===== src/rtl/lcd_pixel_scheduler.sv =====
// lcd_pixel_scheduler
// Buffers PPU pixels in a small FIFO and feeds them to the 8-bit ILI9341 driver
// at no more than one pixel every PIX_CYCLES clocks. Each frame starts on a PPU
// vblank fall. Frames that end early are resynchronised, and overflow/underflow
// are reported as sticky flags.
module lcd_pixel_scheduler #(
    parameter int SCREEN_W   = 320,
    parameter int SCREEN_H   = 240,
    parameter int PIX_CYCLES = 4,
    parameter int FIFO_AW    = 4
) (
    input  logic       clk,
    input  logic       rst_n,
    input  logic       initialized,
    input  logic       pix_valid,
    input  logic [7:0] pix_r,
    input  logic [7:0] pix_g,
    input  logic [7:0] pix_b,
    input  logic       pix_vblank,
    input  logic       clr_err,
    output logic       lcd_write,
    output logic [7:0] lcd_col_r,
    output logic [7:0] lcd_col_g,
    output logic [7:0] lcd_col_b,
    output logic       lcd_vblank,
    output logic       frame_active,
    output logic       overflow,
    output logic       underflow,
    output logic [7:0] frame_cnt
);

    localparam int XW    = (SCREEN_W > 1) ? $clog2(SCREEN_W) : 1;
    localparam int YW    = (SCREEN_H > 1) ? $clog2(SCREEN_H) : 1;
    localparam int PW    = (PIX_CYCLES > 1) ? $clog2(PIX_CYCLES) : 1;
    localparam int DEPTH = 1 << FIFO_AW;
    localparam int CW    = FIFO_AW + 1;

    localparam logic [XW-1:0]      X_LAST      = XW'(SCREEN_W - 1);
    localparam logic [YW-1:0]      Y_LAST      = YW'(SCREEN_H - 1);
    localparam logic [XW-1:0]      X_ONE       = XW'(1'b1);
    localparam logic [YW-1:0]      Y_ONE       = YW'(1'b1);
    localparam logic [PW-1:0]      PACE_RELOAD = PW'(PIX_CYCLES - 1);
    localparam logic [PW-1:0]      PACE_ONE    = PW'(1'b1);
    localparam logic [FIFO_AW-1:0] PTR_ONE     = FIFO_AW'(1'b1);
    localparam logic [CW-1:0]      CNT_ONE     = CW'(1'b1);
    localparam logic [CW-1:0]      CNT_FULL    = CW'(DEPTH);

    typedef enum logic [1:0] {
        ST_WAIT_INIT   = 2'd0,
        ST_WAIT_VBL    = 2'd1,
        ST_WAIT_ACTIVE = 2'd2,
        ST_STREAM      = 2'd3
    } state_t;

    state_t             state_r;
    state_t             state_nxt_s;
    logic               vbl_q_r;
    logic [23:0]        fifo_mem_r [DEPTH];
    logic [FIFO_AW-1:0] wr_ptr_r;
    logic [FIFO_AW-1:0] rd_ptr_r;
    logic [CW-1:0]      count_r;
    logic [PW-1:0]      pace_r;
    logic [XW-1:0]      x_r;
    logic [YW-1:0]      y_r;

    logic               vbl_rise_s;
    logic               vbl_fall_s;
    logic               fifo_empty_s;
    logic               fifo_full_s;
    logic               push_s;
    logic               pop_s;
    logic               accept_s;
    logic               drop_s;
    logic               last_pix_s;
    logic               flush_s;
    logic               frame_done_s;
    logic               short_frame_s;
    logic               clear_xy_s;
    logic [23:0]        head_s;

    assign vbl_rise_s   = pix_vblank & ~vbl_q_r;
    assign vbl_fall_s   = ~pix_vblank & vbl_q_r;
    assign fifo_empty_s = (count_r == '0);
    assign fifo_full_s  = (count_r == CNT_FULL);
    assign head_s       = fifo_mem_r[rd_ptr_r];
    assign last_pix_s   = (x_r == X_LAST) && (y_r == Y_LAST);

    // A write needs an initialised driver, a queued pixel and an expired pace timer.
    assign pop_s    = (state_r == ST_STREAM) & initialized & ~fifo_empty_s & (pace_r == '0);
    assign push_s   = (state_r == ST_STREAM) & pix_valid;
    // A pop in the same cycle frees the slot, so a full FIFO still accepts.
    assign accept_s = push_s & (~fifo_full_s | pop_s);
    assign drop_s   = push_s & fifo_full_s & ~pop_s;
    // Every state except STREAM keeps the FIFO empty.
    assign flush_s  = (state_nxt_s != ST_STREAM);

    // Next-state decode: frame alignment, completion and short-frame resync.
    always_comb begin
        state_nxt_s   = state_r;
        frame_done_s  = 1'b0;
        short_frame_s = 1'b0;
        clear_xy_s    = 1'b0;
        if (!initialized) begin
            state_nxt_s = ST_WAIT_INIT;
        end else begin
            case (state_r)
                ST_WAIT_INIT: begin
                    state_nxt_s = ST_WAIT_VBL;
                end
                ST_WAIT_VBL: begin
                    if (vbl_rise_s) begin
                        state_nxt_s = ST_WAIT_ACTIVE;
                    end else begin
                        state_nxt_s = ST_WAIT_VBL;
                    end
                end
                ST_WAIT_ACTIVE: begin
                    if (vbl_fall_s) begin
                        state_nxt_s = ST_STREAM;
                        clear_xy_s  = 1'b1;
                    end else begin
                        state_nxt_s = ST_WAIT_ACTIVE;
                    end
                end
                ST_STREAM: begin
                    if (pop_s && last_pix_s) begin
                        state_nxt_s  = ST_WAIT_VBL;
                        frame_done_s = 1'b1;
                    end else if (vbl_rise_s) begin
                        state_nxt_s   = ST_WAIT_ACTIVE;
                        short_frame_s = 1'b1;
                    end else begin
                        state_nxt_s = ST_STREAM;
                    end
                end
                default: begin
                    state_nxt_s = ST_WAIT_INIT;
                end
            endcase
        end
    end

    // State register and the registered copy of vblank used for edge detection.
    always_ff @(posedge clk or negedge rst_n) begin
        if (!rst_n) begin
            state_r <= ST_WAIT_INIT;
            vbl_q_r <= 1'b1;
        end else begin
            state_r <= state_nxt_s;
            vbl_q_r <= pix_vblank;
        end
    end

    // FIFO storage: accepted pixels are written at the tail.
    always_ff @(posedge clk or negedge rst_n) begin
        if (!rst_n) begin
            for (int i = 0; i < DEPTH; i++) begin
                fifo_mem_r[i] <= 24'd0;
            end
        end else if (accept_s) begin
            fifo_mem_r[wr_ptr_r] <= {pix_r, pix_g, pix_b};
        end
    end

    // FIFO pointers and occupancy; a flush discards everything queued.
    always_ff @(posedge clk or negedge rst_n) begin
        if (!rst_n) begin
            wr_ptr_r <= '0;
            rd_ptr_r <= '0;
            count_r  <= '0;
        end else if (flush_s) begin
            wr_ptr_r <= '0;
            rd_ptr_r <= '0;
            count_r  <= '0;
        end else begin
            if (accept_s) begin
                wr_ptr_r <= wr_ptr_r + PTR_ONE;
            end
            if (pop_s) begin
                rd_ptr_r <= rd_ptr_r + PTR_ONE;
            end
            case ({accept_s, pop_s})
                2'b10:   count_r <= count_r + CNT_ONE;
                2'b01:   count_r <= count_r - CNT_ONE;
                default: count_r <= count_r;
            endcase
        end
    end

    // Pace timer: reloads on each write and keeps draining in every state.
    always_ff @(posedge clk or negedge rst_n) begin
        if (!rst_n) begin
            pace_r <= '0;
        end else if (pop_s) begin
            pace_r <= PACE_RELOAD;
        end else if (pace_r != '0) begin
            pace_r <= pace_r - PACE_ONE;
        end
    end

    // Pixel position within the frame, advanced once per driver write.
    always_ff @(posedge clk or negedge rst_n) begin
        if (!rst_n) begin
            x_r <= '0;
            y_r <= '0;
        end else if (clear_xy_s) begin
            x_r <= '0;
            y_r <= '0;
        end else if (pop_s) begin
            if (x_r == X_LAST) begin
                x_r <= '0;
                y_r <= (y_r == Y_LAST) ? '0 : (y_r + Y_ONE);
            end else begin
                x_r <= x_r + X_ONE;
            end
        end
    end

    // Driver interface: one-cycle write strobe; colour held for the low-byte phase.
    always_ff @(posedge clk or negedge rst_n) begin
        if (!rst_n) begin
            lcd_write    <= 1'b0;
            lcd_col_r    <= 8'd0;
            lcd_col_g    <= 8'd0;
            lcd_col_b    <= 8'd0;
            lcd_vblank   <= 1'b1;
            frame_active <= 1'b0;
        end else begin
            lcd_write    <= pop_s;
            lcd_vblank   <= (state_nxt_s != ST_STREAM);
            frame_active <= (state_nxt_s == ST_STREAM);
            if (pop_s) begin
                lcd_col_r <= head_s[23:16];
                lcd_col_g <= head_s[15:8];
                lcd_col_b <= head_s[7:0];
            end
        end
    end

    // Status: completed-frame counter and sticky error flags (a new event beats clr_err).
    always_ff @(posedge clk or negedge rst_n) begin
        if (!rst_n) begin
            frame_cnt <= 8'd0;
            overflow  <= 1'b0;
            underflow <= 1'b0;
        end else begin
            if (frame_done_s) begin
                frame_cnt <= frame_cnt + 8'd1;
            end
            if (drop_s) begin
                overflow <= 1'b1;
            end else if (clr_err) begin
                overflow <= 1'b0;
            end
            if (short_frame_s) begin
                underflow <= 1'b1;
            end else if (clr_err) begin
                underflow <= 1'b0;
            end
        end
    end

endmodule


===== config.mk =====
export PLATFORM = sky130hd
export DESIGN_NAME = lcd_pixel_scheduler
export DESIGN_NICKNAME = d
export VERILOG_FILES = /design/src/rtl/lcd_pixel_scheduler.sv
export SDC_FILE = /design/constraint.sdc
export NUM_CORES = 1
export LEC_CHECK = 0
export ABC_AREA = 1
export BUFFER_PORTS_ARGS = -buffer_cell sky130_fd_sc_hd__buf_2
export CAP_MARGIN = 20
export CORE_MARGIN = 2
export CORE_UTILIZATION = 44
export CTS_CLUSTER_SIZE = 8
export DETAILED_ROUTE_END_ITERATION = 7
export GPL_TIMING_DRIVEN = 0
export PLACE_DENSITY = 0.58
export SKIP_LAST_GASP = 1
export SLEW_MARGIN = 30
export SYNTH_ARGS = -nofsm -noshare
export SYNTH_HDL_FRONTEND = slang
export SYNTH_SLANG_ARGS = --single-unit

===== constraint.sdc =====
create_clock -name clk -period 2.3 [get_ports clk]
set_input_delay 0.345 -clock clk [delete_from_list [all_inputs] [get_ports clk]]
set_output_delay 0.345 -clock clk [all_outputs]
set_load 0.05 [all_outputs]

# After elaboration in Yosys (flattened, before gate mapping)
# Index checks and enable logic that the tools add are counted.
dict set report word_totals {
  input_bits 30
  out_inout_bits 37
  reg_bits 456
  wordCells 127
}
dict set report op_classes {
  eq_ne 10
  reduce_logical 16
  add_sub_neg 8
  n_mux 40
  n_lt_le_gt_ge 3
  bitwise_logic 17
}
# op count
set ops {}
lappend ops {{$bwmux 384} 1}
lappend ops {{$bmux 24 s4} 1}
lappend ops {{$demux 24 s4} 1}
lappend ops {{$mux 24} 3}
lappend ops {{$mux 8} 4}
lappend ops {{$mux 9} 3}
lappend ops {{$add 8x1->8 const B} 2}
lappend ops {{$mux 4} 4}
lappend ops {{$reduce_bool 2->1} 8}
lappend ops {{$mux 1} 15}
lappend ops {{$ge 5x5->1 const B} 2}
lappend ops {{$mux 2} 5}
lappend ops {{$not 4->5} 2}
lappend ops {{$pmux 5 s2} 1}
lappend ops {{$add 9x1->9 const B} 1}
lappend ops {{$and 1x1->1} 9}
lappend ops {{$eq 9x9->1 const B} 1}
lappend ops {{$add 4x1->4 const B} 2}
lappend ops {{$eq 2x2->1 const B} 4}
lappend ops {{$eq 8x8->1 const B} 1}
lappend ops {{$pmux 2 s4} 1}
lappend ops {{$add 5x1->5 const B} 1}
lappend ops {{$eq 5x5->1 const B} 1}
lappend ops {{$logic_not 5->1} 1}
lappend ops {{other kinds (12)} 20}

# Longest topological paths before layout
# Gate-level depths: netlist (run 1).
dict set report logic_depth {
  depth_word 10
  ltp_mapped 13
  depth_no_buf 12
}

# Worst setup path after synthesis (run 1)
# Ideal clock, no wire load.
dict set report synth_path {
  path_type {register -> register}
  start {register pace_r[0]}
  end {register count_r[4]}
  t_required_ps 2185
  stages_incl_launch_ff 13
  setup_slack_ps 243
  synth_period_minus_slack_ps 2057
  arrival_time_ps 1942
  setup_time_ps 115
  n_path_buf 1
  cell_sequence {dfrtp_1 -> inv_1 -> ha_1 -> nand3_4 -> buf_2 -> nor2_1 -> ha_1 -> nand2_1 -> nor2_1 -> a211oi_1 -> nor2_1 -> nor2_1 -> nor2_1}
}
dict set report synth_between {
  elab_chain_cells 8
  word_cells_on_any_way 14
  classes_between {eq/ne (3); mux (5); bitwise (3); reduce/logical (3)}
}
# item line_no
set synth_rtl {}
lappend synth_rtl {{start: declaration} 62} ;# logic [PW-1:0] pace_r;
lappend synth_rtl {{start signal: assignment} 197} ;# pace_r <= pace_r - PACE_ONE;
lappend synth_rtl {{$logic_not 2->1 *} 89} ;# assign pop_s = (state_r == ST_STREAM) & initialized & ~fifo_empty_s & (pace_r == '0);
lappend synth_rtl {{$and 1x1->1 *} 89}
lappend synth_rtl {{$logic_and 1x1->1} 126} ;# if (pop_s && last_pix_s) begin
lappend synth_rtl {{$mux 2} 126}
lappend synth_rtl {{$pmux 2 s4} 106} ;# case (state_r)
lappend synth_rtl {{$mux 2} 103} ;# if (!initialized) begin
lappend synth_rtl {{$ne 2x2->1} 95} ;# assign flush_s = (state_nxt_s != ST_STREAM);
lappend synth_rtl {{$reduce_bool 3->1 (no source line) / $mux 5 (equally long branches)} -}
lappend synth_rtl {{end signal: assignment} 183} ;# 2'b10: count_r <= count_r + CNT_ONE;
lappend synth_rtl {{end signal: assignment} 184} ;# 2'b01: count_r <= count_r - CNT_ONE;
lappend synth_rtl {{end signal: assignment} 185} ;# default: count_r <= count_r;
lappend synth_rtl {{end: declaration} 61} ;# logic [CW-1:0] count_r;
# Every way passes the cells marked *; elsewhere a longest branch is shown, timed or not.
# A chain may end at the register's enable or synchronous reset.

# Worst setup path after layout (run 1)
dict set report layout_path {
  start {register rd_ptr_r[0]}
  end {register lcd_col_b[2]}
}
dict set report layout_between {
  elab_chain_cells 4
}
# item line_no
set layout_rtl {}
lappend layout_rtl {{start: declaration} 60} ;# logic [FIFO_AW-1:0] rd_ptr_r;
lappend layout_rtl {{start signal: assignment} 180} ;# rd_ptr_r <= rd_ptr_r + PTR_ONE;
lappend layout_rtl {{$not 4->5 (implied by the code)} 85} ;# assign head_s = fifo_mem_r[rd_ptr_r];
lappend layout_rtl {{$bmux 24 s4} 85}
lappend layout_rtl {{$mux 24 (implied by the code) (2 in a row)} 85}
lappend layout_rtl {{end signal: assignment} 235} ;# lcd_col_b <= head_s[7:0];
lappend layout_rtl {{end: declaration} 24} ;# output logic [7:0] lcd_col_b,
# No other way between the ends. The select of a mux whose other input is x is not followed.

==> results of run 1 <==
==> metrics by stage <==
stage               hold WS (ns)  std cells
floorplan                 0.0494       2338
global placement           0.461       3011
detailed placement         0.247       3017
CTS                       0.0577       3108
global route              0.0791       3115
finish                    0.0825       3115
==> state kept, by name (all words and copies together), names as in the netlist <==
name / count
underflow: 1
frame_cnt: 8
pace_r: 2
fifo_mem_r: 384
y_r: 8
count_r: 5
vbl_q_r: 1
rd_ptr_r: 4
wr_ptr_r: 4
lcd_vblank: 1
lcd_col_r: 8
lcd_write: 1
frame_active: 1
x_r: 9
overflow: 1
lcd_col_b: 8
state_r: 2
lcd_col_g: 8
==> kinds of logic after synthesis <==
logic type,count (synthesis),share of synthesized area
AO/OA/AOI/OAI,779,0.222
XOR/XNOR,16,0.00672
adder cells (fa/ha/maj),13,0.00816
buffers and inverters,266,0.0581
flip-flops,456,0.547
multiplexers,1,0.000540
AND/OR/NAND/NOR,807,0.157
==> worst register-to-register path, delay by kind of cell (launching register included) <==
family | cells | cell delay, ns
AOI/OAI and AO/OA | 2 | 0.39
DFF | 1 | 0.39
buffers and inverters | 5 | 1.00
and+or+nand+nor | 4 | 0.45
==> power by group through the flow <==
stage	logic [mW]	clock network (mW)	registers, mW
floorplan	0.530	0	8.41
global placement	1.04	0	8.42
detailed placement	1.09	0	8.43
CTS	1.10	9.08	8.29
global route	1.23	9.42	8.31
finish	1.11	8.95	8.30
==> layer usage <==
metal / vias to the layer above / track usage / part of all wire
met2: 715 / 0.449 / 0.45
met4: 0 / 0.119 / 0.036
li1: 8201 / - / -
met1: 8861 / 0.405 / 0.42
met3: 151 / 0.0705 / 0.087
met5: - / 0 / 0
==> final cells by class <==
class | instances | area, um2
plain buffers | 195 | 1090
clock buffers | 83 | 1820
clock inverters | 2 | 17.5
fillers | 4389 | 22400
inverters | 71 | 267
multi-input cells | 1616 | 8300
flip-flops and latches | 456 | 11400
well taps | 607 | 759
repair buffers | 85 | 611
==> cell usage in the layout, fill, tap and decap left out, types with 72 or more instances in the layout <==
cell,count
sky130_fd_sc_hd__nand3_1,76
sky130_fd_sc_hd__nor2_1,153
sky130_fd_sc_hd__o21bai_1,96
sky130_fd_sc_hd__clkbuf_1,88
sky130_fd_sc_hd__o21ai_0,310
sky130_fd_sc_hd__o21ai_1,171
sky130_fd_sc_hd__nand2_1,535
sky130_fd_sc_hd__o211ai_1,72
sky130_fd_sc_hd__buf_2,98
sky130_fd_sc_hd__dfrtp_1,454
sky130_fd_sc_hd__o21a_1,74
==> worst min path at each step <==
stage / to / slack, ns
6_report: state_r[1]$_DFF_PN0_ / 0.08
2_1_floorplan: count_r[0]$_DFFE_PN0P_ / 0.05
3_5_place_dp: frame_active$_DFF_PN0_ / 0.25
3_3_place_gp: fifo_mem_r[302]$_DFFE_PN0P_ / 0.46
5_1_grt: state_r[1]$_DFF_PN0_ / 0.08
4_1_cts: state_r[1]$_DFF_PN0_ / 0.06
==> timing repair <==
action | 4_1_cts | 5_1_grt
hold buffers | 3 | 0
setup endpoints to repair | 45 | 170
pin swaps | 2 | 7
hold endpoints to repair | 35 | 0
gates resized for setup | 48 | 71
buffers inserted | 3 | 7
==> PnR_summary.wiki, run 1 <==
{| class="wikitable"
! Metric !! Value
|-
| Half-perimeter wire length of the detailed placement result || around 51,000 um
|-
| FF-to-FF End || lcd_col_b[2]$_DFFE_PN0P_
|-
| GRT Residual Overflow || 0
|-
| Dpl cell area || ~0.022 mm2
|-
| Unrepaired setup endpoints after global routing || yes
|-
| Largest net degree at the start of global routing || 84
|-
| Data required time at the worst endpoint || between 2 and 3 ns
|-
| Chip width || around 220 um
|-
| CP delay by family, top || buffers and inverters
|-
| Crit Reg-Reg Startpoint || rd_ptr_r[0]$_DFFE_PN0P_
|-
| Place WS || -0.586 ns
|-
| Arrival @ worst endpoint || ~2.8 ns
|-
| Post-synth top area share || 0.545
|-
| CTS tree || done
|-
| Clk_skew || roughly 0.021 ns
|-
| Global-route wire length before repair || ~110,000 um
|-
| Period utilization || 0.996
|-
| Final WS setup || approximately 0.01 ns
|-
| Depth of the worst register-to-register path || 11
|-
| Number of search-and-repair iterations in the first detailed-routing pass || 7
|-
| Full die area || about 0.05 mm2
|-
| DRC violation count after routing || 4
|-
| Kind of end point of the critical path || flip-flop
|-
| Row Count || slightly below 80
|-
| Maximum single-stage delay on the critical path || ~0.39 ns
|-
| Slew @ Worst Pin || just under 0.9 ns
|-
| Post-synthesis instance area || between 0.02 and 0.025 mm2
|-
| Port bufs || 66
|-
| Hold Startpoint || initialized
|-
| Buffers and inverters on the worst path || 5
|-
| Number of cells on the worst hold path || 3
|-
| Combinational power share || 0.061
|-
| Most instantiated cells after synthesis || 535 x sky130_fd_sc_hd__nand2_1, 454 x sky130_fd_sc_hd__dfrtp_1, 313 x sky130_fd_sc_hd__o21ai_0
|-
| Portion of the post-synthesis area used by sequential elements || 0.547
|-
| Average cell area after synthesis || 8.92 um2
|-
| Pins over their slew limit || 0
|-
| Drt total wl || between 70,000 and 80,000 um
|-
| Maximum clock frequency || 437 MHz
|-
| Detail-routed via count per cell || 5.76
|-
| Initial core utilization || 0.447
|-
| Critical-path top delay cell || sky130_fd_sc_hd__dfrtp_1
|-
| Number of storage elements in the synthesis netlist || approximately 460
|-
| Setup slack of the worst register-to-register path || 0.01 ns
|-
| Core Util, Final || 0.520
|-
| EDFF count, synth || 0
|-
| Final Critical Period || ~2.3 ns
|-
| Switching power total || between 4 and 5 mW
|-
| Number of max-cap violations || 0
|-
| DIE HEIGHT || roughly 220 um
|-
| Violated checks || DRC
|-
| Synthesized instance count || around 2,300
|-
| Antenna-violating nets left || 0
|-
| Status || finished, violations left
|-
| Timing startpoint of the critical path || rd_ptr_r[0]$_DFFE_PN0P_
|-
| Initial antenna violation count || 2
|-
| All-Layer GR Usage || 0.295
|-
| Number of global-route vias before repair || ~18,000
|-
| Sinks on Clock Net || 456
|-
| Total number of yosys warnings || 0
|-
| Max Root-Sink Buffers || 3
|-
| Switching Share || 0.238
|-
| Final Hold Vio Count || 0
|-
| TritonCTS buffer count || 67
|-
| Clock insertion delay at the later pin of the skew report || between 0.5 and 0.6 ns
|-
| Clock-pin transition on the worst setup and hold timing paths || about 0.05 ns
|-
| Fraction of layout cells with a size suffix above 1 || 0.125
|-
| Area of the core region || about 0.047 mm2
|-
| Layout net count || around 2,500
|-
| Largest cells by area after synthesis || sky130_fd_sc_hd__dfrtp_1 54%, sky130_fd_sc_hd__nand2_1 9.6%, sky130_fd_sc_hd__o21ai_0 7.5%
|-
| I/O Pins || 67
|-
| Total power consumption of the routed design || between 15 and 20 mW
|-
| Clock root buffer master || sky130_fd_sc_hd__clkbuf_16
|-
| Worst slew slack as a fraction of its limit || 0.418
|-
| Routed length per placed instance || 23.0 um
|-
| Most used flip-flop cell after synthesis || sky130_fd_sc_hd__dfrtp_1
|-
| Number of DRC markers after the initial detailed-route iteration || 1,713
|-
| Biggest area consumer among synthesized cells || sky130_fd_sc_hd__dfrtp_1
|-
| # H-tree levels || 3
|-
| Highest ir drop seen on vdd || roughly 0.59 mV
|-
| Clock share of power || 0.487
|-
| Via count || between 15,000 and 20,000
|-
| Internal power summed over all cells || about 14 mW
|-
| FFs w/ async S/R, synth || 1.00
|-
| Final weighted congestion in routability-driven placement || 0.938
|-
| Post-synthesis to final-layout area growth || 16.4%
|-
| Category of the worst setup path launch point || flip-flop
|-
| Total of endpoints with negative setup slack in the final report || 0
|-
| Critical path's most frequent cell || sky130_fd_sc_hd__nand2_1
|-
| Sequential power share || 0.452
|-
| Maximum net fanout on the critical path || 10
|-
| Antenna diode count || 0
|-
| Post-route cell area || between 0.02 and 0.025 mm2
|-
| Static power due to leakage || 11.2 nW
|-
| Depth of the critical timing path with buffers and inverters included || 11
|-
| Net Count, Synth || between 2,000 and 2,500
|-
| Most common cell in the synthesized netlist || sky130_fd_sc_hd__nand2_1
|-
| Number of distinct library cell variants in the gate-level netlist after synthesis || 38
|-
| Total power divided by cell area || approximately 760 mW/mm2
|-
| Critical path, cell by cell || clkbuf_4 -> inv_1 -> buf_4 -> buf_6 -> buf_4 -> o21bai_1 -> o221ai_1 -> nand3_1 -> nand2_1 -> nand2_1 -> nand2_1
|-
| Setup CP Type || flip-flop to flip-flop
|-
| Class of the worst hold path || primary input to flip-flop
|-
| Sum of negative setup slack || 0 ns
|-
| Critical Path End || lcd_col_b[2]$_DFFE_PN0P_
|}
Note: power is estimated with default switching activity, not from simulation.
==> inputs of run 2 (changes only) <==
ABC_AREA = unset   (was 1)
PLACE_DENSITY = 0.68   (was 0.58)
==> run 2 against run 1 <==
The run ends with setup timing left; critical endpoint is now count_r[3]$_DFFE_PN0P_; worst setup slack lost 0.29 ns; sequential share of layout area shrank 2.0 points; area after synthesis shrank 0.83%; core utilization grew 2.6 points; clock power shrank 3.5%; count of clock-buffer cells in the layout shrank 10.
==> PnR_summary.wiki, run 2 <==
{| class="wikitable"
! Metric !! Value
|-
| Status || finished, violations left
|-
| Violated checks || setup timing
|-
| Final WS setup || -0.280 ns
|-
| All-Layer GR Usage || 0.201
|-
| Highest ir drop seen on vdd || 0.486 mV
|-
| Most common cell in the synthesized netlist || sky130_fd_sc_hd__dfrtp_1
|-
| Total power consumption of the routed design || roughly 18 mW
|-
| Post-synthesis instance area || a little over 0.02 mm2
|-
| DRC violation count after routing || 0
|-
| CP delay by family, top || simple AND/OR/NAND/NOR gates
|-
| Setup CP Type || flip-flop to flip-flop
|-
| # H-tree levels || 3
|-
| I/O Pins || 67
|-
| Maximum net fanout on the critical path || 3
|-
| Antenna-violating nets left || 0
|-
| Finished Layout Cells || between 2,000 and 2,500
|-
| Layout net count || around 1,600
|-
| TritonCTS buffer count || 66
|-
| Switching Share || 0.226
|-
| Slew @ Worst Pin || 1.09 ns
|-
| Leading cell type in the layout, fill and taps excluded || sky130_fd_sc_hd__dfrtp_1
|-
| Switching power total || around 4.0 mW
|-
| Number of search-and-repair iterations in the first detailed-routing pass || 5
|-
| Drt total wl || just over 50,000 um
|-
| Initial core utilization || 0.445
|-
| Buffers and inverters on the worst path || 3
|-
| Largest register FFs || around 380
|-
| Commonest cells after routing, fill and taps aside || 450 x sky130_fd_sc_hd__dfrtp_1, 386 x sky130_fd_sc_hd__mux2_2, 96 x sky130_fd_sc_hd__mux4_2, 82 x sky130_fd_sc_hd__clkbuf_16, 74 x sky130_fd_sc_hd__buf_2
|-
| Sinks on Clock Net || 456
|-
| Number of distinct library cell variants in the gate-level netlist after synthesis || 55
|-
| Most instantiated cells after synthesis || 454 x sky130_fd_sc_hd__dfrtp_1, 386 x sky130_fd_sc_hd__mux2_2, 96 x sky130_fd_sc_hd__mux4_2
|-
| Total of endpoints with negative setup slack in the final report || 71
|-
| Critical-path top delay cell || sky130_fd_sc_hd__or4_4
|-
| Number of global-route vias before repair || approximately 13,000
|-
| Routed length per placed instance || ~23 um
|-
| Via count || 12,497
|-
| Row Count || 79
|-
| Place WS || -0.819 ns
|-
| Top reg by flops || fifo_mem_r
|-
| Critical path, cell by cell || or4_4 -> o21ai_4 -> inv_2 -> clkbuf_16 -> nand2_8 -> inv_6 -> ha_1 -> a21o_1 -> a21oi_2 -> xnor2_1 -> a211oi_2 -> nor3_2
|-
| Full die area || between 0.04 and 0.05 mm2
|-
| Clk_skew || 0.0188 ns
|-
| Period utilization || 1.12
|-
| Total power divided by cell area || ~700 mW/mm2
|-
| Post-synth top area share || 0.549
|-
| Final weighted congestion in routability-driven placement || between 0.8 and 0.9
|-
| Clock root buffer master || sky130_fd_sc_hd__clkbuf_16
|-
| Static power due to leakage || 12.1 nW
|-
| Number of DRC markers after the initial detailed-route iteration || slightly above 800
|-
| Initial antenna violation count || 0
|-
| Maximum single-stage delay on the critical path || ~0.56 ns
|-
| Worst slew slack as a fraction of its limit || 0.272
|-
| Number of max-cap violations || 0
|-
| Max Root-Sink Buffers || 3
|-
| Number of storage elements in the synthesis netlist || between 400 and 500
|-
| Synthesized instance count || 1,366
|-
| Fraction of layout cells with a size suffix above 1 || 0.513
|-
| Sequential power share || 0.463
|-
| Biggest area consumer among synthesized cells || sky130_fd_sc_hd__dfrtp_1
|-
| Half-perimeter wire length of the detailed placement result || between 30,000 and 40,000 um
|-
| Largest cells by area after synthesis || sky130_fd_sc_hd__dfrtp_1 55%, sky130_fd_sc_hd__mux2_2 21%, sky130_fd_sc_hd__mux4_2 10%
|-
| Category of the worst setup path launch point || flip-flop
|-
| Net Count, Synth || 1,409
|-
| Core Util, Final || 0.546
|-
| Unrepaired setup endpoints after global routing || yes
|-
| Pins over their slew limit || 0
|-
| Clock insertion delay at the later pin of the skew report || approximately 0.58 ns
|-
| Area of the core region || between 0.04 and 0.05 mm2
|-
| Kind of end point of the critical path || flip-flop
|-
| Clock share of power || 0.484
|-
| Portion of the post-synthesis area used by sequential elements || 0.552
|-
| Post-synthesis to final-layout area growth || 22.6%
|-
| DIE HEIGHT || about 220 um
|-
| FFs w/ async S/R, synth || 1.00
|-
| Data required time at the worst endpoint || between 2 and 3 ns
|-
| Maximum clock frequency || about 390 MHz
|-
| EDFF count, synth || 0
|-
| Class of the worst hold path || primary input to flip-flop
|-
| Final Hold Vio Count || 0
|-
| Chip width || 221 um
|-
| Final Critical Period || about 2.6 ns
|-
| Clock-pin transition on the worst setup and hold timing paths || roughly 0.050 ns
|-
| Antenna diode count || 0
|-
| Port bufs || 66
|-
| CTS tree || done
|-
| Detail-routed via count per cell || ~5.7
|-
| Internal power summed over all cells || between 10 and 15 mW
|-
| Global-route wire length before repair || 76,900 um
|-
| Most used flip-flop cell after synthesis || sky130_fd_sc_hd__dfrtp_1
|-
| Arrival @ worst endpoint || around 3.1 ns
|-
| Total number of yosys warnings || 0
|-
| GRT Residual Overflow || 0
|-
| Sum of negative setup slack || -1.73 ns
|-
| Cells after DPL || between 2,000 and 2,500
|-
| Registers with the most flip-flops || fifo_mem_r: 384 flops, x_r: 9 flops
|-
| Average cell area after synthesis || around 15 um2
|-
| Largest net degree at the start of global routing || 92
|-
| Combinational power share || 0.052
|}
run 2: cell count changes after synthesis, moves of 53 or more:
cell | previous run | this run
sky130_fd_sc_hd__clkbuf_1 | 119 | 50
sky130_fd_sc_hd__inv_1 | 68 | 15
sky130_fd_sc_hd__mux2_2 | 1 | 386
sky130_fd_sc_hd__mux4_2 | 0 | 96
sky130_fd_sc_hd__nand2_1 | 535 | 28
sky130_fd_sc_hd__nand3_1 | 79 | 11
sky130_fd_sc_hd__nor2_1 | 159 | 52
sky130_fd_sc_hd__o211ai_1 | 72 | 1
sky130_fd_sc_hd__o21a_1 | 74 | 0
sky130_fd_sc_hd__o21ai_0 | 313 | 8
sky130_fd_sc_hd__o21ai_1 | 168 | 0
sky130_fd_sc_hd__o21bai_1 | 96 | 0
run 2: stage by stage:
stage | area [um2] | hold slack, ns
final | 25400 | 0.100
after global routing | 25400 | 0.0964
after CTS | 24200 | 0.0574
after detailed placement | 22000 | 0.274
after global placement | 21800 | 0.452
after floorplan | 20700 | 0.0494
run 2: what timing repair did:
action	4_1_cts	5_1_grt
resized for setup	100	106
setup buffers	16	37
pin swaps	17	13
gates cloned	1	13
hold buffers	3	0
hold endpoints to repair	45	0
endpoints found under the setup margin	430	369
run 2: kinds of logic after synthesis:
logic type      count (synthesis)  synth area share
fa+ha+maj                      14           0.00871
mux                           530             0.338
xor+xnor                       22           0.00931
compound gates                 68            0.0242
buf+inv                       120            0.0281
flops                         456             0.552
simple gates                  156            0.0401
run 2: area by class of cell:
| cell class | count | area, um2 |
|---|---|---|
| inverter | 16 | 65.1 |
| sequential | 456 | 11400 |
| timing repair buffer | 141 | 1300 |
| tap | 607 | 759 |
| clock buffer | 73 | 1720 |
| fill | 3650 | 21100 |
| multi-input combinational | 790 | 9060 |
| buffer | 100 | 980 |
| clock inverter | 5 | 66.3 |
run 2: final timing paths:
check                                         start                     endpoint  slack [ns]  cells past startpoint
min in group asynchronous                     rst_n  fifo_mem_r[185]$_DFFE_PN0P_        0.26                      2
max in group asynchronous                     rst_n  fifo_mem_r[275]$_DFFE_PN0P_        0.84                      4
max                          count_r[0]$_DFFE_PN0P_       count_r[3]$_DFFE_PN0P_       -0.28                     12
min reg2reg                frame_cnt[7]$_DFFE_PN0P_     frame_cnt[7]$_DFFE_PN0P_        0.46                      1
max reg2reg                  count_r[0]$_DFFE_PN0P_       count_r[3]$_DFFE_PN0P_       -0.28                     12
min                                     initialized         state_r[0]$_DFF_PN0_         0.1                      2
run 2: routing by layer:
metal	routed length (um)	vias up	GRT usage
li1	-	5446	-
met1	22100	6731	0.278
met2	25200	262	0.326
met3	2080	58	0.0324
met4	1020	0	0.0660
met5	0	-	0
run 2: power groups by stage:
stage	Clock (mW)	Combinational, mW	Sequential, mW
detailed placement	0	0.891	8.39
floorplan	0	0.448	8.37
global placement	0	0.822	8.38
CTS	8.79	0.909	8.26
finish	8.64	0.935	8.26
global route	9.17	1.04	8.27
==> inputs of run 3 (changes only) <==
CORE_ASPECT_RATIO = 1.2   (was unset)
==> run 3 against run 2 <==
The run still ends with setup timing left; routed wire length up 8.2%; clock power up 0.9%; worst setup slack worse by 0.085 ns; non-clock buffer count up 5; power up 0.13%; core utilization up 0.35 points; hold slack worse by 0.017 ns; die area about the same.
==> PnR_summary.wiki, run 3 (same netlist as run 2, synthesis figures left out) <==
{| class="wikitable"
! Metric !! Value
|-
| Setup CP Type || flip-flop to flip-flop
|-
| Post-synthesis to final-layout area growth || 24.1%
|-
| FF-to-FF End || count_r[4]$_DFFE_PN0P_
|-
| Depth of the critical timing path with buffers and inverters included || 12
|-
| Critical path's most frequent cell || sky130_fd_sc_hd__o21ai_4
|-
| DRC violation count after routing || 0
|-
| Data required time at the worst endpoint || around 2.8 ns
|-
| Category of the worst setup path launch point || flip-flop
|-
| Area of the core region || 0.0467 mm2
|-
| Final weighted congestion in routability-driven placement || 0.787
|-
| Drt total wl || 54,500 um
|-
| Arrival @ worst endpoint || about 3.2 ns
|-
| All-Layer GR Usage || 0.213
|-
| Largest register FFs || 384
|-
| Violated checks || setup timing
|-
| Post-route met1 wirelength || approximately 22,000 um
|-
| Met2 wire length || between 20,000 and 30,000 um
|-
| Clock-pin transition on the worst setup and hold timing paths || 0.05 ns
|-
| TritonCTS buffer count || 66
|-
| Clock insertion delay at the later pin of the skew report || between 0.5 and 0.6 ns
|-
| Registers with the most flip-flops || fifo_mem_r: 384 flops, x_r: 9 flops
|-
| Number of global-route vias before repair || 13,369
|-
| Hold Startpoint || pix_g[5]
|-
| Total of endpoints with negative setup slack in the final report || 33
|-
| Top reg by flops || fifo_mem_r
|-
| CP delay by family, top || compound AO/OA/AOI/OAI gates
|-
| Worst slew slack as a fraction of its limit || 0.310
|-
| Top routing layer in use || met5
|-
| Capture endpoint of the worst hold path || fifo_mem_r[301]$_DFFE_PN0P_
|-
| Number of max-cap violations || 0
|-
| Number of cells on the worst hold path || 2
|-
| Fraction of layout cells with a size suffix above 1 || 0.526
|-
| Port bufs || between 60 and 70
|-
| Slew @ Worst Pin || a little over 1 ns
|-
| Initial core utilization || 0.443
|-
| Antenna diode count || 0
|-
| Maximum single-stage delay on the critical path || 0.54 ns
|-
| Routed length per placed instance || roughly 25 um
|-
| GRT Residual Overflow || 0
|-
| Fill cells || approximately 3,600
|-
| Final WS setup || -0.365 ns
|-
| Total power consumption of the routed design || ~18 mW
|-
| Clock root buffer master || sky130_fd_sc_hd__clkbuf_16
|-
| Largest net degree at the start of global routing || between 90 and 100
|-
| Max Root-Sink Buffers || 3
|-
| Depth of the worst register-to-register path || 12
|-
| Pins over their slew limit || 0
|-
| Via count || 12,656
|-
| Crit Reg-Reg Startpoint || count_r[1]$_DFFE_PN0P_
|-
| Unrepaired setup endpoints after global routing || yes
|-
| Final Critical Period || between 2 and 3 ns
|-
| Half-perimeter wire length of the detailed placement result || between 30,000 and 40,000 um
|-
| Place WS || -0.829 ns
|-
| Chip width || 202 um
|-
| Static power due to leakage || ~12 nW
|-
| Critical-path top delay cell || sky130_fd_sc_hd__or4_4
|-
| Status || finished, violations left
|-
| Total power divided by cell area || between 600 and 700 mW/mm2
|-
| Worst hold margin || 0.0830 ns
|-
| Commonest cells after routing, fill and taps aside || 450 x sky130_fd_sc_hd__dfrtp_1, 373 x sky130_fd_sc_hd__mux2_2, 96 x sky130_fd_sc_hd__mux4_2, 86 x sky130_fd_sc_hd__clkbuf_16, 72 x sky130_fd_sc_hd__buf_2
|-
| DIE HEIGHT || roughly 240 um
|-
| Core Util, Final || 0.550
|-
| Detail-routed via count per cell || ~5.7
|-
| Global-route wire length before repair || ~79,000 um
|-
| Leading cell type in the layout, fill and taps excluded || sky130_fd_sc_hd__dfrtp_1
|-
| Critical path, cell by cell || or4_4 -> o21ai_4 -> inv_2 -> clkbuf_16 -> nand2_8 -> inv_6 -> ha_4 -> nor2b_4 -> o21ai_4 -> a21oi_2 -> a311o_1 -> a31oi_1
|-
| Setup slack of the worst register-to-register path || -0.37 ns
|-
| Final Hold Vio Count || 0
|-
| # H-tree levels || 3
|-
| Highest ir drop seen on vdd || roughly 0.54 mV
|-
| Total length of routed met3 wires || 3200 um
|-
| Kind of end point of the critical path || flip-flop
|-
| Sinks on Clock Net || between 400 and 500
|-
| CTS tree || done
|-
| Full die area || about 0.049 mm2
|-
| I/O Pins || 67
|-
| Clk_skew || roughly 0.024 ns
|-
| Antenna-violating nets left || 0
|-
| Number of search-and-repair iterations in the first detailed-routing pass || 5
|-
| Maximum clock frequency || about 380 MHz
|-
| Row Count || 87
|-
| Layout net count || approximately 1,600
|-
| Initial antenna violation count || 2
|-
| Class of the worst hold path || primary input to flip-flop
|-
| Maximum net fanout on the critical path || 4
|-
| Period utilization || 1.16
|-
| Number of DRC markers after the initial detailed-route iteration || a little under 600
|-
| Buffers and inverters on the worst path || 3
|}
-- run 3: cell count changes in the layout (fill, tap and decap cells not counted), moves of 5 or more --
cell / delta
sky130_fd_sc_hd__a221oi_1: -16
sky130_fd_sc_hd__buf_6: -5
sky130_fd_sc_hd__a221oi_2: +16
sky130_fd_sc_hd__mux2_4: +13
sky130_fd_sc_hd__buf_4: +8
sky130_fd_sc_hd__mux2_2: -13
-- run 3: layout make-up --
cell class / count / area [um2] / area share
well taps: 623 / 779 / 0.0304
repair buffers: 147 / 1390 / 0.0540
multi-input cells: 790 / 9220 / 0.359
clock inverters: 6 / 119 / 0.00463
flip-flops and latches: 456 / 11400 / 0.445
clock buffers: 71 / 1690 / 0.0659
plain buffers: 99 / 986 / 0.0384
inverters: 16 / 65.1 / 0.00254
-- run 3: how the worst max path moves through the flow --
stage | from | to | slack (ns)
6_report | count_r[1]$_DFFE_PN0P_ | count_r[4]$_DFFE_PN0P_ | -0.37
5_1_grt | count_r[1]$_DFFE_PN0P_ | count_r[2]$_DFFE_PN0P_ | -0.48
4_1_cts | count_r[0]$_DFFE_PN0P_ | count_r[4]$_DFFE_PN0P_ | -0.33
3_5_place_dp | count_r[0]$_DFFE_PN0P_ | count_r[4]$_DFFE_PN0P_ | -0.83
3_3_place_gp | rst_n | fifo_mem_r[321]$_DFFE_PN0P_ | -8.10
2_1_floorplan | count_r[0]$_DFFE_PN0P_ | count_r[4]$_DFFE_PN0P_ | -0.44
-- run 3: layer usage --
layer | track usage | vias to the layer above
met4 | 0.0776 | 4
li1 | - | 5464
met5 | 0 | -
met3 | 0.0437 | 109
met2 | 0.360 | 368
met1 | 0.273 | 6711
-- run 3: per-stage QoR --
stage | TNS (ns) | std cells | area, um2
after CTS | -1.44 | 2155 | 24300
after global placement | -3780.25 | 2055 | 21800
final | -1.43 | 2208 | 25700
after global routing | -13.48 | 2208 | 25700
after detailed placement | -122.87 | 2061 | 22000
after floorplan | -1.04 | 1366 | 20700
-- run 3: worst register-to-register path, stage by stage (launching register included) --
cell and delay (ns):
sky130_fd_sc_hd__dfrtp_2 0.44, sky130_fd_sc_hd__or4_4 0.54, sky130_fd_sc_hd__o21ai_4 0.20, sky130_fd_sc_hd__inv_2 0.07
sky130_fd_sc_hd__clkbuf_16 0.15, sky130_fd_sc_hd__nand2_8 0.08, sky130_fd_sc_hd__inv_6 0.04, sky130_fd_sc_hd__ha_4 0.22
sky130_fd_sc_hd__nor2b_4 0.13, sky130_fd_sc_hd__o21ai_4 0.17, sky130_fd_sc_hd__a21oi_2 0.09, sky130_fd_sc_hd__a311o_1 0.32
sky130_fd_sc_hd__a31oi_1 0.13
-- run 3: power by group --
part	total [mW]	switching, mW	leakage [nW]	internal [mW]
combinational	0.882	0.504	5.13	0.379
sequential	8.26	0.0700	6.32	8.19
clock	8.72	3.50	0.882	5.22
total	17.9	4.08	12.3	13.8
-- run 3: repair_timing --
item / in CTS / in global routing
cloned: 0 / 18
resized for setup: 104 / 135
pin swaps: 14 / 15
hold buffers: 3 / 0
buffers inserted: 18 / 38
endpoints found under the hold margin: 41 / 0
endpoints found under the setup margin: 426 / 365
